===== src/rtl/prescaled_timer.sv =====
// prescaled_timer: up-counting timebase with programmable prescaler, compare
// match, four run modes (free-run wrap, periodic reload, one-shot, saturate),
// synchronous load, start/stop control and a sticky interrupt-pending flag.
//
// Control handshake: start, stop, load and irq_clr are single-cycle pulses,
// sampled on every rising clock edge with no valid/ready pairing. Each one is
// acted on at the edge where it is high. Priority order is load (count/pcnt),
// then stop, then start. A load or a stop suppresses tick processing in that
// cycle.
module prescaled_timer #(
  parameter int WIDTH          = 32,
  parameter int PRESCALE_WIDTH = 16
) (
  input  logic                      clk,
  input  logic                      resetn,
  input  logic                      start,
  input  logic                      stop,
  input  logic [1:0]                mode,
  input  logic [PRESCALE_WIDTH-1:0] prescale,
  input  logic [WIDTH-1:0]          compare,
  input  logic                      load,
  input  logic [WIDTH-1:0]          load_value,
  input  logic                      irq_clr,
  output logic [WIDTH-1:0]          count,
  output logic                      running,
  output logic                      tick,
  output logic                      match_pulse,
  output logic                      ovf_pulse,
  output logic                      irq_pending,
  output logic [1:0]                state_dbg
);

  typedef enum logic [1:0] {
    S_IDLE = 2'b00,
    S_RUN  = 2'b01,
    S_DONE = 2'b10
  } state_t;

  localparam logic [1:0]       MODE_FREE     = 2'b00;
  localparam logic [1:0]       MODE_PERIODIC = 2'b01;
  localparam logic [1:0]       MODE_ONESHOT  = 2'b10;
  localparam logic [1:0]       MODE_SAT      = 2'b11;
  localparam logic [WIDTH-1:0] ONES          = '1;

  state_t                    state, state_next;
  logic [PRESCALE_WIDTH-1:0] pcnt, pcnt_next;
  logic [WIDTH-1:0]          count_next;
  logic                      is_match;
  logic                      eff_tick;
  logic                      restart;
  logic                      match_next;
  logic                      ovf_next;
  logic                      irq_next;

  assign running   = (state == S_RUN);
  assign tick      = running && (pcnt == prescale);
  assign is_match  = (count == compare);
  // A tick only advances the counter when neither load nor stop overrides it.
  assign eff_tick  = tick && !load && !stop;
  // Restart from DONE clears count and prescaler before counting again.
  assign restart   = start && !stop && (state == S_DONE);
  assign state_dbg = state;

  // Next-state, next-count and pulse generation.
  always_comb begin
    state_next = state;
    count_next = count;
    pcnt_next  = pcnt;
    match_next = 1'b0;
    ovf_next   = 1'b0;
    irq_next   = irq_pending;

    if (stop) begin
      state_next = S_IDLE;
    end else if (start && state != S_RUN) begin
      state_next = S_RUN;
    end else if (eff_tick && is_match && mode == MODE_ONESHOT) begin
      state_next = S_DONE;
    end

    if (load) begin
      count_next = load_value;
    end else if (restart) begin
      count_next = '0;
    end else if (eff_tick) begin
      case (mode)
        MODE_FREE:     count_next = count + WIDTH'(1);
        MODE_PERIODIC: count_next = is_match ? '0 : count + WIDTH'(1);
        MODE_ONESHOT:  count_next = is_match ? count : count + WIDTH'(1);
        MODE_SAT:      count_next = (count == ONES) ? count : count + WIDTH'(1);
        default:       count_next = count;
      endcase
    end

    // pcnt wraps naturally if prescale is lowered below its current value.
    if (load || stop || restart || tick) begin
      pcnt_next = '0;
    end else if (running) begin
      pcnt_next = pcnt + PRESCALE_WIDTH'(1);
    end

    match_next = eff_tick && is_match;
    ovf_next   = eff_tick && (mode == MODE_FREE) && (count == ONES);

    // A fresh match outranks a clear in the same cycle.
    if (match_next) begin
      irq_next = 1'b1;
    end else if (irq_clr) begin
      irq_next = 1'b0;
    end
  end

  // State, counters and registered pulse outputs.
  always_ff @(posedge clk or negedge resetn) begin
    if (!resetn) begin
      state       <= S_IDLE;
      count       <= '0;
      pcnt        <= '0;
      match_pulse <= 1'b0;
      ovf_pulse   <= 1'b0;
      irq_pending <= 1'b0;
    end else begin
      state       <= state_next;
      count       <= count_next;
      pcnt        <= pcnt_next;
      match_pulse <= match_next;
      ovf_pulse   <= ovf_next;
      irq_pending <= irq_next;
    end
  end

endmodule


===== config.mk =====
export PLATFORM = sky130hd
export DESIGN_NAME = prescaled_timer
export DESIGN_NICKNAME = d
export VERILOG_FILES = /design/src/rtl/prescaled_timer.sv
export SDC_FILE = /design/constraint.sdc
export NUM_CORES = 1
export LEC_CHECK = 0
export BUFFER_PORTS_ARGS = -buffer_cell sky130_fd_sc_hd__buf_2
export CAP_MARGIN = 20
export CORE_MARGIN = 2
export CORE_UTILIZATION = 35
export DETAILED_ROUTE_END_ITERATION = 7
export GPL_TIMING_DRIVEN = 0
export MAX_ROUTING_LAYER = met4
export PLACE_DENSITY = 0.64
export SYNTH_ARGS = -nofsm -noshare
export SYNTH_HDL_FRONTEND = slang
export SYNTH_SLANG_ARGS = --single-unit
export TNS_END_PERCENT = 10

===== constraint.sdc =====
create_clock -name clk -period 6.1 [get_ports clk]
set_input_delay 0.915 -clock clk [delete_from_list [all_inputs] [get_ports clk]]
set_output_delay 0.915 -clock clk [all_outputs]
set_load 0.05 [all_outputs]

======== Word-level counts from Yosys, hierarchy flattened ========
Cells that the tools add are included.
storage, ports and cells
  register bits after elaboration ......... 53
  bits of input ports ..................... 88
  output and inout bits ................... 39
  word-level logic and storage cells ...... 54
cells by class
  add/sub/neg operators ................... 2
  eq/ne operators ......................... 11
  multiplexer cells ....................... 14
  reductions and logical operators ........ 21
operators with widths
  cell                     number
  $mux W32                 6
  $pmux W32 S4             1
  $add A32 B1 Y32 const B  1
  $eq A32 B32 Y1           1
  $eq A32 B32 Y1 const B   1
  $mux W16                 2
  $add A16 B1 Y16 const B  1
  $eq A16 B16 Y1           1
  $logic_and A1 B1 Y1      10
  $ne A4 B4 Y1 const B     2
  $eq A2 B2 Y1 const B     3
  $mux W2                  3
  $reduce_bool A3 Y1       2
  $eq A2 B1 Y1 const B     2
  $reduce_bool A2 Y1       2
  $logic_or A1 B1 Y1       3
  $reduce_and A3 Y1        1
  $logic_not A1 Y1         2
  $logic_not A2 Y1         1
  $mux W1                  2
  $ne A2 B1 Y1 const B     1

======== Depth between registers and ports, before layout ========
  word-level depth ........................ 9
  depth in mapped cells ................... 10

======== Least setup slack after synthesis ========
No wires, ideal clock.
  path kind ............................... in2out
  from .................................... input prescale[15]
  to ...................................... output tick
  data arrival time ....................... 1.956 ns
  data required time ...................... 5.185 ns
  slack ................................... 3.229 ns
  cell stages on the path ................. 4
  cell sequence ........................... xor2_1 > nor4_1 > and4_1 > and2_1
between the ends
  cells in the longest elaborated chain, start to end .. 2
ends and longest elaborated chain
  what                 RTL line  RTL
  start: declaration   19        input logic [PRESCALE_WIDTH-1:0] prescale,
  $eq A16 B16 Y1       56        assign tick = running && (pcnt == prescale);
  $logic_and A1 B1 Y1  56
  end: declaration     26        output logic tick,
Every way passes these cells.

======== Worst setup path in the final report ========
Ends and elaborated chain as after synthesis.

==> run summary <==
RePlAce Congestion - 0.931
Largest net degree at the start of global routing - 37
Core Region - 10900 um2
Die footprint - 12200 um2
Final wirelength - 14400 um
Yosys cell types - 52
Layout Nets - 709
Post-synth EDFFs - 0
Insertion delay to the later sink of the worst-skew pair - 0.30 ns
Post-Syn Area - 3960 um2
Grt total ovfl - 0
Sequential Power Share - 0.425
Hold Fails Final Rpt - 0
Max_cap viols - 0
Crit path time final - 3.10 ns
Worst slew pin tran - 0.895 ns
Post-detailed-route count of antenna-violating nets - 0
Peak supply drop - 0.111 mV
Final period util - 0.508
Row count - 38
Final setup viols - 0
Crit path DAT - 2.19 ns
Io pins - 127
Commonest non-fill, non-tap cell in the layout - buf_2
Logic gate share of total power - 0.273
Post-DP HPWL - 10800 um
Clock-pin slew on the worst setup and hold paths - 0.06 ns
Syn avg cell area - 8.14 um2
Worst clock skew - 0.0119 ns
Clock share of power - 0.302
Fin Setup TNS - 0 ns
CTS tree - done
DR vias - 4331
Setup bufs post-CTS - 0
Leakage - 2.35 nW
Die Wd - 110 um
DR iter-0 viols - 381
CP Class - in -> out
Initial antenna violation count - 1
Slew headroom - 0.398
Startpoint Class - primary input
All-Layer GR Usage - 0.249
Fmax - 0.323 GHz
Wire per inst - 19.0 um
Post-CTS Resized - 0
Post-Syn Nets - 576
Clock Sinks - 53
Synth Flop Type - dfrtp_1
Final core occ - 0.450
Switching power - 0.335 mW
CTS H-Tree Depth - 2
Router iterations before antenna repair - 5
I/O Buffers - 125
Asr flop ratio synth - 1.00
Setup ws final - 3.00 ns
CTS root buffer - clkbuf_16
Min-Delay Path Class - reg -> reg
Starting density of the core - 0.362
Crit-path max FO - 2
Pre-CTS setup slack - 2.78 ns
Net Sw Frac - 0.351
CP endpoint kind - output port
Internal power - 0.620 mW
Synthesized instance count - 486
Area grow syn2layout - 24.4%
RSZ-0062 raised after global routing - false
Pwr Density - 194 nW/um2
CTS Buffer Depth - 2
Share of cells above drive strength 1 - 0.254
Vias in the first global route - 4143
Fillers - 1158
CTS Buf Count - 5
First-pass GRT wire length - 22100 um
Post-layout power - 0.955 mW
Drt via density - 5.70
Post-synthesis sequential area ratio - 0.335
Die height - 110 um
Synth Register Bits - 53
Commonest cells after routing, fill and taps aside - buf_2, xor2_1, dfrtp_1
Slew Viols, Final - 0
YS warnings - 0
Worst EP required - 5.18 ns
Drt drc - 0
Status - finished clean
Hold_buf cts - 0
-- cell families after synthesis --
| logic type | synth area share |
|---|---|
| multiplexers | 0.00948 |
| XOR/XNOR | 0.144 |
| flip-flops | 0.335 |
| AO/OA/AOI/OAI | 0.183 |
| buffers and inverters | 0.0481 |
| AND/OR/NAND/NOR | 0.274 |
| adder cells (fa/ha/maj) | 0.00632 |
-- cell usage after synthesis, types with 4 or more instances --
master,number,share of area
nor3b_1,5,0.0095
o21ai_0,23,0.029
o21a_1,5,0.0095
a21oi_1,38,0.048
o211a_1,4,0.010
o31ai_1,7,0.013
and4_1,4,0.0089
xor2_1,53,0.12
a21o_1,5,0.0095
nor4_1,17,0.027
a211oi_1,9,0.017
or3_1,7,0.011
nor2_1,41,0.039
buf_2,7,0.0089
dfrtp_1,53,0.34
and3_1,12,0.019
nor3_1,24,0.030
a31oi_1,5,0.0079
clkbuf_1,17,0.016
nand3_1,20,0.025
nand2_1,48,0.046
nand4_1,12,0.019
xnor2_1,12,0.027
inv_1,12,0.011
-- worst paths after layout --
kind                       slack, ns     endpoint         start  cells past startpoint
setup / recovery                3.00         tick  prescale[15]                      6
hold / removal                  0.52  irq_pending   irq_pending                      2
setup reg to reg                3.19    count[12]     count[26]                      8
hold reg to reg                 0.52  irq_pending   irq_pending                      2
max in group asynchronous       4.96      pcnt[9]        resetn                      2
min in group asynchronous       0.57    count[15]        resetn                      1
-- area by class of cell --
class	count	area (um2)	share of cell area
multi-input combinational	392	2440	0.496
antenna	1	2.50	0.000508
sequential	53	1330	0.269
tap	140	175	0.0356
buffer	29	145	0.0295
inverter	12	45.0	0.00915
timing repair buffer	126	646	0.131
clock buffer	7	143	0.0290
-- layer usage --
| metal | GRT usage | wire [um] | vias up | part of all wire |
|---|---|---|---|---|
| met3 | 0.0406 | 1540 | 37 | 0.11 |
| met5 | - | 0 | - | 0 |
| li1 | - | - | 2012 | - |
| met1 | 0.313 | 5750 | 2035 | 0.40 |
| met2 | 0.409 | 6700 | 247 | 0.46 |
| met4 | 0.0848 | 427 | 0 | 0.030 |
-- through the flow --
step                hold slack [ns]  cell area (um2)  cells
finish                        0.521             4920    760
global route                  0.580             4920    760
CTS                           0.528             4920    759
detailed placement            0.518             4780    752
global placement              0.514             4760    751
floorplan                     0.529             3960    486
-- power by group through the flow --
stage | Combinational (mW) | Clock [mW] | Sequential [mW]
after floorplan | 0.101 | 0 | 0.466
after global placement | 0.255 | 0 | 0.411
after detailed placement | 0.260 | 0 | 0.412
after CTS | 0.261 | 0.293 | 0.405
after global routing | 0.282 | 0.307 | 0.408
final | 0.261 | 0.288 | 0.406
-- state kept, by name, indices dropped and copies added (netlist names) --
register and flops:
count 32, irq_pending 1, match_pulse 1, ovf_pulse 1
pcnt 16, state_dbg 2
-- critical path, stage by stage --
cell    delay [ns]
buf_2         0.10
xor2_1        0.18
nor4_1        0.32
and4_1        0.24
and2_1        0.16
buf_2         0.27
Power figures use the tool's default switching activity.
